## config.mk

```make
export PLATFORM = sky130hd
export DESIGN_NAME = pc_fetch_stage_flat
export DESIGN_NICKNAME = d
export VERILOG_FILES = /design/src/rtl/pc_fetch_stage_if.sv /design/src/rtl/pc_fetch_stage.sv /design/src/flat_wrapper.sv
export SDC_FILE = /design/constraint.sdc
export NUM_CORES = 1
export LEC_CHECK = 0
export BUFFER_PORTS_ARGS = -buffer_cell sky130_fd_sc_hd__buf_2
export CAP_MARGIN = 5
export CORE_ASPECT_RATIO = 1.1
export CORE_UTILIZATION = 46
export CTS_CLUSTER_DIAMETER = 50
export DETAILED_ROUTE_END_ITERATION = 8
export GPL_TIMING_DRIVEN = 0
export HOLD_SLACK_MARGIN = 0.02
export PLACE_DENSITY = 0.8
export SYNTH_ARGS = -nofsm -noshare
export SYNTH_HDL_FRONTEND = slang
export SYNTH_SLANG_ARGS = --single-unit
```

## constraint.sdc

```tcl
create_clock -name clk -period 2.54 [get_ports clk]
set_clock_uncertainty 0.15 [all_clocks]
set_input_delay 0.254 -clock clk [delete_from_list [all_inputs] [get_ports clk]]
set_output_delay 0.254 -clock clk [all_outputs]
set_load 0.03 [all_outputs]
```

## src/rtl/pc_fetch_stage_if.sv

```systemverilog
// Instruction-memory request/response channel and IF/ID slot channel of the fetch stage.
// master = fetch stage side, slave = memory / decode side.
interface pc_fetch_stage_if;
   localparam int unsigned XLEN = 32;

   logic            imem_req_o;
   logic [XLEN-1:0] imem_addr_o;
   logic            imem_gnt_i;
   logic            imem_rvalid_i;
   logic [XLEN-1:0] imem_rdata_i;
   logic            ifid_valid_o;
   logic [XLEN-1:0] ifid_instr_o;
   logic [XLEN-1:0] ifid_pc_o;
   logic            ifid_ready_i;

   modport master (
      output imem_req_o, imem_addr_o, ifid_valid_o, ifid_instr_o, ifid_pc_o,
      input  imem_gnt_i, imem_rvalid_i, imem_rdata_i, ifid_ready_i
   );

   modport slave (
      input  imem_req_o, imem_addr_o, ifid_valid_o, ifid_instr_o, ifid_pc_o,
      output imem_gnt_i, imem_rvalid_i, imem_rdata_i, ifid_ready_i
   );
endinterface

```

## src/rtl/pc_fetch_stage.sv

```systemverilog
// PC register and single-outstanding instruction-fetch sequencer with a one-entry IF/ID slot.
// Optional FETCH_PERF_EN adds saturating stall / squash counters (and the CNT_W parameter).
module pc_fetch_stage #(
   parameter logic [31:0] RESET_PC = 32'h0000_0000
`ifdef FETCH_PERF_EN
   ,
   parameter int unsigned CNT_W    = 16
`endif
) (
   input  logic              clk,
   input  logic              rst_n,
   input  logic [31:0]       pc_next_in,
   input  logic              redirect_i,
   output logic [31:0]       pc_o,
   output logic [31:0]       pc_plus4_o,
   output logic              misalign_o,
`ifdef FETCH_PERF_EN
   output logic [CNT_W-1:0]  perf_stall_cnt_o,
   output logic [CNT_W-1:0]  perf_squash_cnt_o,
`endif
   pc_fetch_stage_if.master  bus
);
   localparam int unsigned XLEN = 32;

   typedef enum logic [2:0] {S_IDLE, S_REQ, S_WAIT, S_DROP, S_TRAP} state_e;

   state_e          state_q, state_d;
   logic [XLEN-1:0] pc_q, pc_d;
   logic [XLEN-1:0] instr_q, instr_d;
   logic [XLEN-1:0] ifid_pc_q, ifid_pc_d;
   logic            valid_q, valid_d;
   logic            misalign_q, misalign_d;
   logic            slot_free_c, req_c, hs_c;

   // Only request when the response is guaranteed a place in the slot.
   assign slot_free_c = !valid_q || bus.ifid_ready_i;
   assign req_c       = (state_q == S_REQ) && (pc_q[1:0] == 2'b00) && slot_free_c;
   assign hs_c        = req_c && bus.imem_gnt_i;

   always_ff @(posedge clk or negedge rst_n) begin
      if (!rst_n) begin
         state_q    <= S_IDLE;
         pc_q       <= RESET_PC;
         instr_q    <= '0;
         ifid_pc_q  <= '0;
         valid_q    <= 1'b0;
         misalign_q <= 1'b0;
      end else begin
         state_q    <= state_d;
         pc_q       <= pc_d;
         instr_q    <= instr_d;
         ifid_pc_q  <= ifid_pc_d;
         valid_q    <= valid_d;
         misalign_q <= misalign_d;
      end
   end

   always_comb begin
      state_d    = state_q;
      pc_d       = pc_q;
      instr_d    = instr_q;
      ifid_pc_d  = ifid_pc_q;
      valid_d    = valid_q;
      misalign_d = misalign_q;

      if (valid_q && bus.ifid_ready_i) valid_d = 1'b0;

      case (state_q)
         S_IDLE: state_d = S_REQ;
         S_REQ: begin
            if (pc_q[1:0] != 2'b00) begin
               state_d    = S_TRAP;
               misalign_d = 1'b1;
            end else if (hs_c) begin
               state_d = S_WAIT;
            end
         end
         S_WAIT: begin
            if (bus.imem_rvalid_i) begin
               instr_d   = bus.imem_rdata_i;
               ifid_pc_d = pc_q;
               valid_d   = 1'b1;
               pc_d      = pc_next_in;
               state_d   = S_REQ;
            end
         end
         S_DROP: if (bus.imem_rvalid_i) state_d = S_REQ;
         S_TRAP: state_d = S_TRAP;
         default: state_d = S_IDLE;
      endcase

      // Redirect overrides everything: flush the slot and squash any in-flight response.
      if (redirect_i) begin
         pc_d       = pc_next_in;
         instr_d    = instr_q;
         ifid_pc_d  = ifid_pc_q;
         valid_d    = 1'b0;
         misalign_d = 1'b0;
         case (state_q)
            S_WAIT, S_DROP: state_d = bus.imem_rvalid_i ? S_REQ : S_DROP;
            S_REQ:          state_d = hs_c ? S_DROP : S_REQ;
            default:        state_d = S_REQ;
         endcase
      end
   end

   assign pc_o             = pc_q;
   assign pc_plus4_o       = pc_q + XLEN'(4);
   assign misalign_o       = misalign_q;
   assign bus.imem_req_o   = req_c;
   assign bus.imem_addr_o  = req_c ? pc_q : '0;
   assign bus.ifid_valid_o = valid_q;
   assign bus.ifid_instr_o = instr_q;
   assign bus.ifid_pc_o    = ifid_pc_q;

`ifdef FETCH_PERF_EN
   logic [CNT_W-1:0] stall_q, stall_d, squash_q, squash_d;
   logic             stall_inc_c, squash_inc_c;

   assign stall_inc_c  = (req_c && !bus.imem_gnt_i) || (state_q == S_WAIT) || (state_q == S_DROP);
   assign squash_inc_c = bus.imem_rvalid_i &&
                         ((state_q == S_DROP) || ((state_q == S_WAIT) && redirect_i));

   // Saturating at all-ones.
   always_comb begin
      stall_d  = stall_q;
      squash_d = squash_q;
      if (stall_inc_c && (stall_q != '1))   stall_d  = stall_q + CNT_W'(1);
      if (squash_inc_c && (squash_q != '1)) squash_d = squash_q + CNT_W'(1);
   end

   always_ff @(posedge clk or negedge rst_n) begin
      if (!rst_n) begin
         stall_q  <= '0;
         squash_q <= '0;
      end else begin
         stall_q  <= stall_d;
         squash_q <= squash_d;
      end
   end

   assign perf_stall_cnt_o  = stall_q;
   assign perf_squash_cnt_o = squash_q;
`endif
endmodule

```

## src/flat_wrapper.sv

```systemverilog
// flat-port wrapper written by rule: the top's interface ports become plain ports
module pc_fetch_stage_flat 
#(
   parameter logic [31:0] RESET_PC = 32'h0000_0000

)
  (clk, rst_n, pc_next_in, redirect_i, pc_o, pc_plus4_o, misalign_o, bus_imem_req_o, bus_imem_addr_o, bus_ifid_valid_o, bus_ifid_instr_o, bus_ifid_pc_o, bus_imem_gnt_i, bus_imem_rvalid_i, bus_imem_rdata_i, bus_ifid_ready_i);
  pc_fetch_stage_if bus_i ();
  input  logic clk;
  input  logic rst_n;
  input  logic [31:0] pc_next_in;
  input  logic redirect_i;
  output logic [31:0] pc_o;
  output logic [31:0] pc_plus4_o;
  output logic misalign_o;
  output wire logic [$bits(bus_i.imem_req_o)-1:0] bus_imem_req_o;
  output wire logic [$bits(bus_i.imem_addr_o)-1:0] bus_imem_addr_o;
  output wire logic [$bits(bus_i.ifid_valid_o)-1:0] bus_ifid_valid_o;
  output wire logic [$bits(bus_i.ifid_instr_o)-1:0] bus_ifid_instr_o;
  output wire logic [$bits(bus_i.ifid_pc_o)-1:0] bus_ifid_pc_o;
  input wire logic [$bits(bus_i.imem_gnt_i)-1:0] bus_imem_gnt_i;
  input wire logic [$bits(bus_i.imem_rvalid_i)-1:0] bus_imem_rvalid_i;
  input wire logic [$bits(bus_i.imem_rdata_i)-1:0] bus_imem_rdata_i;
  input wire logic [$bits(bus_i.ifid_ready_i)-1:0] bus_ifid_ready_i;
  assign bus_imem_req_o = bus_i.imem_req_o;
  assign bus_imem_addr_o = bus_i.imem_addr_o;
  assign bus_ifid_valid_o = bus_i.ifid_valid_o;
  assign bus_ifid_instr_o = bus_i.ifid_instr_o;
  assign bus_ifid_pc_o = bus_i.ifid_pc_o;
  assign bus_i.imem_gnt_i = bus_imem_gnt_i;
  assign bus_i.imem_rvalid_i = bus_imem_rvalid_i;
  assign bus_i.imem_rdata_i = bus_imem_rdata_i;
  assign bus_i.ifid_ready_i = bus_ifid_ready_i;
  pc_fetch_stage #(.RESET_PC(RESET_PC)) u_core (.clk(clk), .rst_n(rst_n), .pc_next_in(pc_next_in), .redirect_i(redirect_i), .pc_o(pc_o), .pc_plus4_o(pc_plus4_o), .misalign_o(misalign_o), .bus(bus_i));
endmodule
```

==> impl_metrics.yaml <==
synth:
  synth_top_family_by_area: "multiplexers"
  yosys.area.top_type: "dfrtp_1"
  synth.mux.area_fraction_pct: 25.03
  ys_ff_latch: 101
  yosys.area_share.xor_xnor_pct: 5.143
  synthTopCellsByArea: "dfrtp_1, mux2_2, mux2_4, xnor2_1, and2_1"
  yosysSeqAreaShare_pct: 53.00
  syn_inst: 355
  synth_compound_area_share_pct: 0.9709
  synth-adder-area-share_pct: 0.2624
  synth_enable_flop_cells: 0
  ys_warn_count: 0
  yosys.area.top_type_share_pct: 53.00
  synth_ff_type: "dfrtp_1"
  yosys.cell_types.count: 35
  syn_avg_cell_area_um2: 13.43
  async_reset_ff_share_pct: 100.0
  synth-simple-area-share_pct: 11.55
  synthesis.area_mm2: 0.004768
hold_path:
  hold_start: "bus_imem_gnt_i"
  hp-class: "in -> reg"
  min_to: "u_core.state_q[0]"
  hold_depth: 4
global_route:
  antenna_found_initial: 0
  grt_pass1_wl_um: 21570
  grtUsageTotal_pct: 25.96
  grt_pass1_vias: 4248
  grt_max_degree: 56
  gr-total-overflow: 0
detailed_routing:
  ant_nets: 0
  routedWlPerCell_um: 17.24
  first_iter_violations: 110
  drc: 0
  num_vias: 4038
  first_pass_iters: 4
  viasPerCell: 5.060
  routed_wirelength_um: 13760
finish:
  final_util_pct: 72.82
  fin_cells: 798
  multiInputGateArea_mm2: 0.002200
  area_growth_pct: 52.48
  final_common_cell: "buf_2"
  design_area_mm2: 0.007271
  antennaDiodeCount: 0
  layout.nets: 744
  fillerInstances: 635
  drive_gt1_share_pct: 59.59
  layout_common_cells: "buf_2, dfrtp_1, dlygate4sd3_1"
  register_area_mm2: 0.002542
cts:
  clock_tree.root_cell: "clkbuf_8"
  cts_buffer_depth: 2
  cts_tree: "done"
  cts.sinks: 101
  htreeDepth: 3
  clk_latency_ns: 0.38
  clk_pin_slew_ns: 0.11
  cts_buffers: 9
placed_design:
  dp_cells: 707
  place_ws_ns: -0.2448
  io_buffer_count: 230
  dpl_cell_area_mm2: 0.006193
  place_hpwl_um: 8707
  gp_congestion: 0.7932
critical_path:
  reg2reg_slack_ns: 0.28
  crit_type: "reg -> out"
  regToRegStartpoint: "u_core.state_q[1]"
  worstPathArrival_ns: 2.13
  r2r-end: "u_core.bus.ifid_pc_o[22]"
  critPathLaunchType: "flip-flop"
  required_ns: 2.14
  reg2reg_depth: 5
  path_max_fanout: 8
  critPathCaptureType: "output port"
floorplan:
  die_height_um: 108.8
  die_area_mm2: 0.01078
  rows: 38
  ios: 233
  start_util_pct: 47.76
  fp.coreArea_mm2: 0.009985
  die_width_um: 99.08
sta:
  rsz0062_at_grt: "yes"
  finalSetupViolations: 0
  maxSlewViolCount: 0
  slew_headroom_pct: 50.91
  period_needed_ns: 2.529
  worst_slack_ns: 0.01074
  fmax_mhz: 395.4
  tightest_slew_ns: 0.7363
  post-route-period-util_pct: 99.58
  hold_viol: 0
  fin_setup_tns_ns: 0
pwr:
  p_per_area_mw_per_mm2: 814.9
  p_leak_nw: 3.830
  ir_worst_vdd_uv: 633.1
flow_run:
  drv_cap: 0
outcome:
  status: "complete, no violations"
## registers in the layout, summed over array words and instances, names as in the netlist
register                 cells
u_core.misalign_o            1
u_core.bus.ifid_valid_o      1
u_core.bus.ifid_instr_o     32
u_core.state_q               3
u_core.bus.ifid_pc_o        32
u_core.pc_o                 32
## how the worst max path moves through the flow
stage | startpoint | endpoint | slack [ns]
2_1_floorplan | u_core.pc_o[9] | pc_plus4_o[28] | 0.03
3_3_place_gp | u_core.pc_o[2] | pc_plus4_o[22] | -0.22
3_5_place_dp | u_core.pc_o[2] | pc_plus4_o[28] | -0.24
4_1_cts | u_core.pc_o[2] | pc_plus4_o[28] | -0.02
5_1_grt | u_core.pc_o[9] | pc_plus4_o[28] | -0.1
6_report | u_core.pc_o[9] | pc_plus4_o[28] | 0.01
## layer usage
metal | GRT usage, % | up-vias | routed length, µm | share of wire [%]
met5 | 0 | - | 0 | 0
met4 | 10.71 | 0 | 337 | 2.4
met3 | 5.385 | 27 | 763 | 5.5
met2 | 46.65 | 163 | 7106 | 52
met1 | 30.41 | 1984 | 5548 | 40
li1 | - | 1864 | - | -
## kinds of logic (layout without fill, tap and decap cells)
| group | count (synthesis) | after routing |
|---|---|---|
| muxes | 96 | 96 |
| other | 1 | 2 |
| and+or+nand+nor | 94 | 94 |
| xor gates and xnor gates | 28 | 28 |
| buffers and inverters | 26 | 348 |
| AOI/OAI and AO/OA | 8 | 8 |
| adders and majority gates | 1 | 1 |
| DFF | 101 | 101 |
## power by group
group,switching [W],internal (W)
Sequential,0.000332,0.00203
Clock,0.000578,0.000392
Combinational,0.00164,0.000952
## cell type report
cell class | instances | area share, %
sequential | 101 | 34.97
tap | 120 | 2.065
timing repair buffer | 310 | 27.65
multi-input combinational | 229 | 30.25
inverter | 4 | 0.2065
buffer | 18 | 2.323
clock inverter | 6 | 0.6367
clock buffer | 10 | 1.893
## through the flow
step | power (W) | hold WS (ns)
floorplan | 0.003998 | -0.1916
global placement | 0.004719 | 0.3027
detailed placement | 0.004793 | 0.2020
CTS | 0.005865 | 0.09032
global route | 0.006190 | 0.1239
finish | 0.005925 | 0.1017
## Yosys cell counts (all sizes together) (6+ instances only)
master / instances
clkbuf: 7
xor2: 6
mux2: 96
nor2: 10
xnor2: 22
nand3: 16
nand2: 12
nand4: 9
dfrtp: 101
buf: 15
and2: 30
## timing repair
action | CTS | global route
pin swaps | 2 | 5
setup buffers | 6 | 4
endpoints found under the setup margin | 48 | 48
hold buffers | 69 | 0
hold endpoints to repair | 123 | 0
resized for setup | 18 | 40
## critical path, stage by stage, from the launching register on
cell and delay [ns]:
dfrtp_1 0.38, buf_6 0.13, nand4_1 0.10, buf_6 0.15
nor4_4 0.28, buf_6 0.18, nand4_1 0.15, xnor2_2 0.24
buf_6 0.16
(Power assumes the default switching activity.)
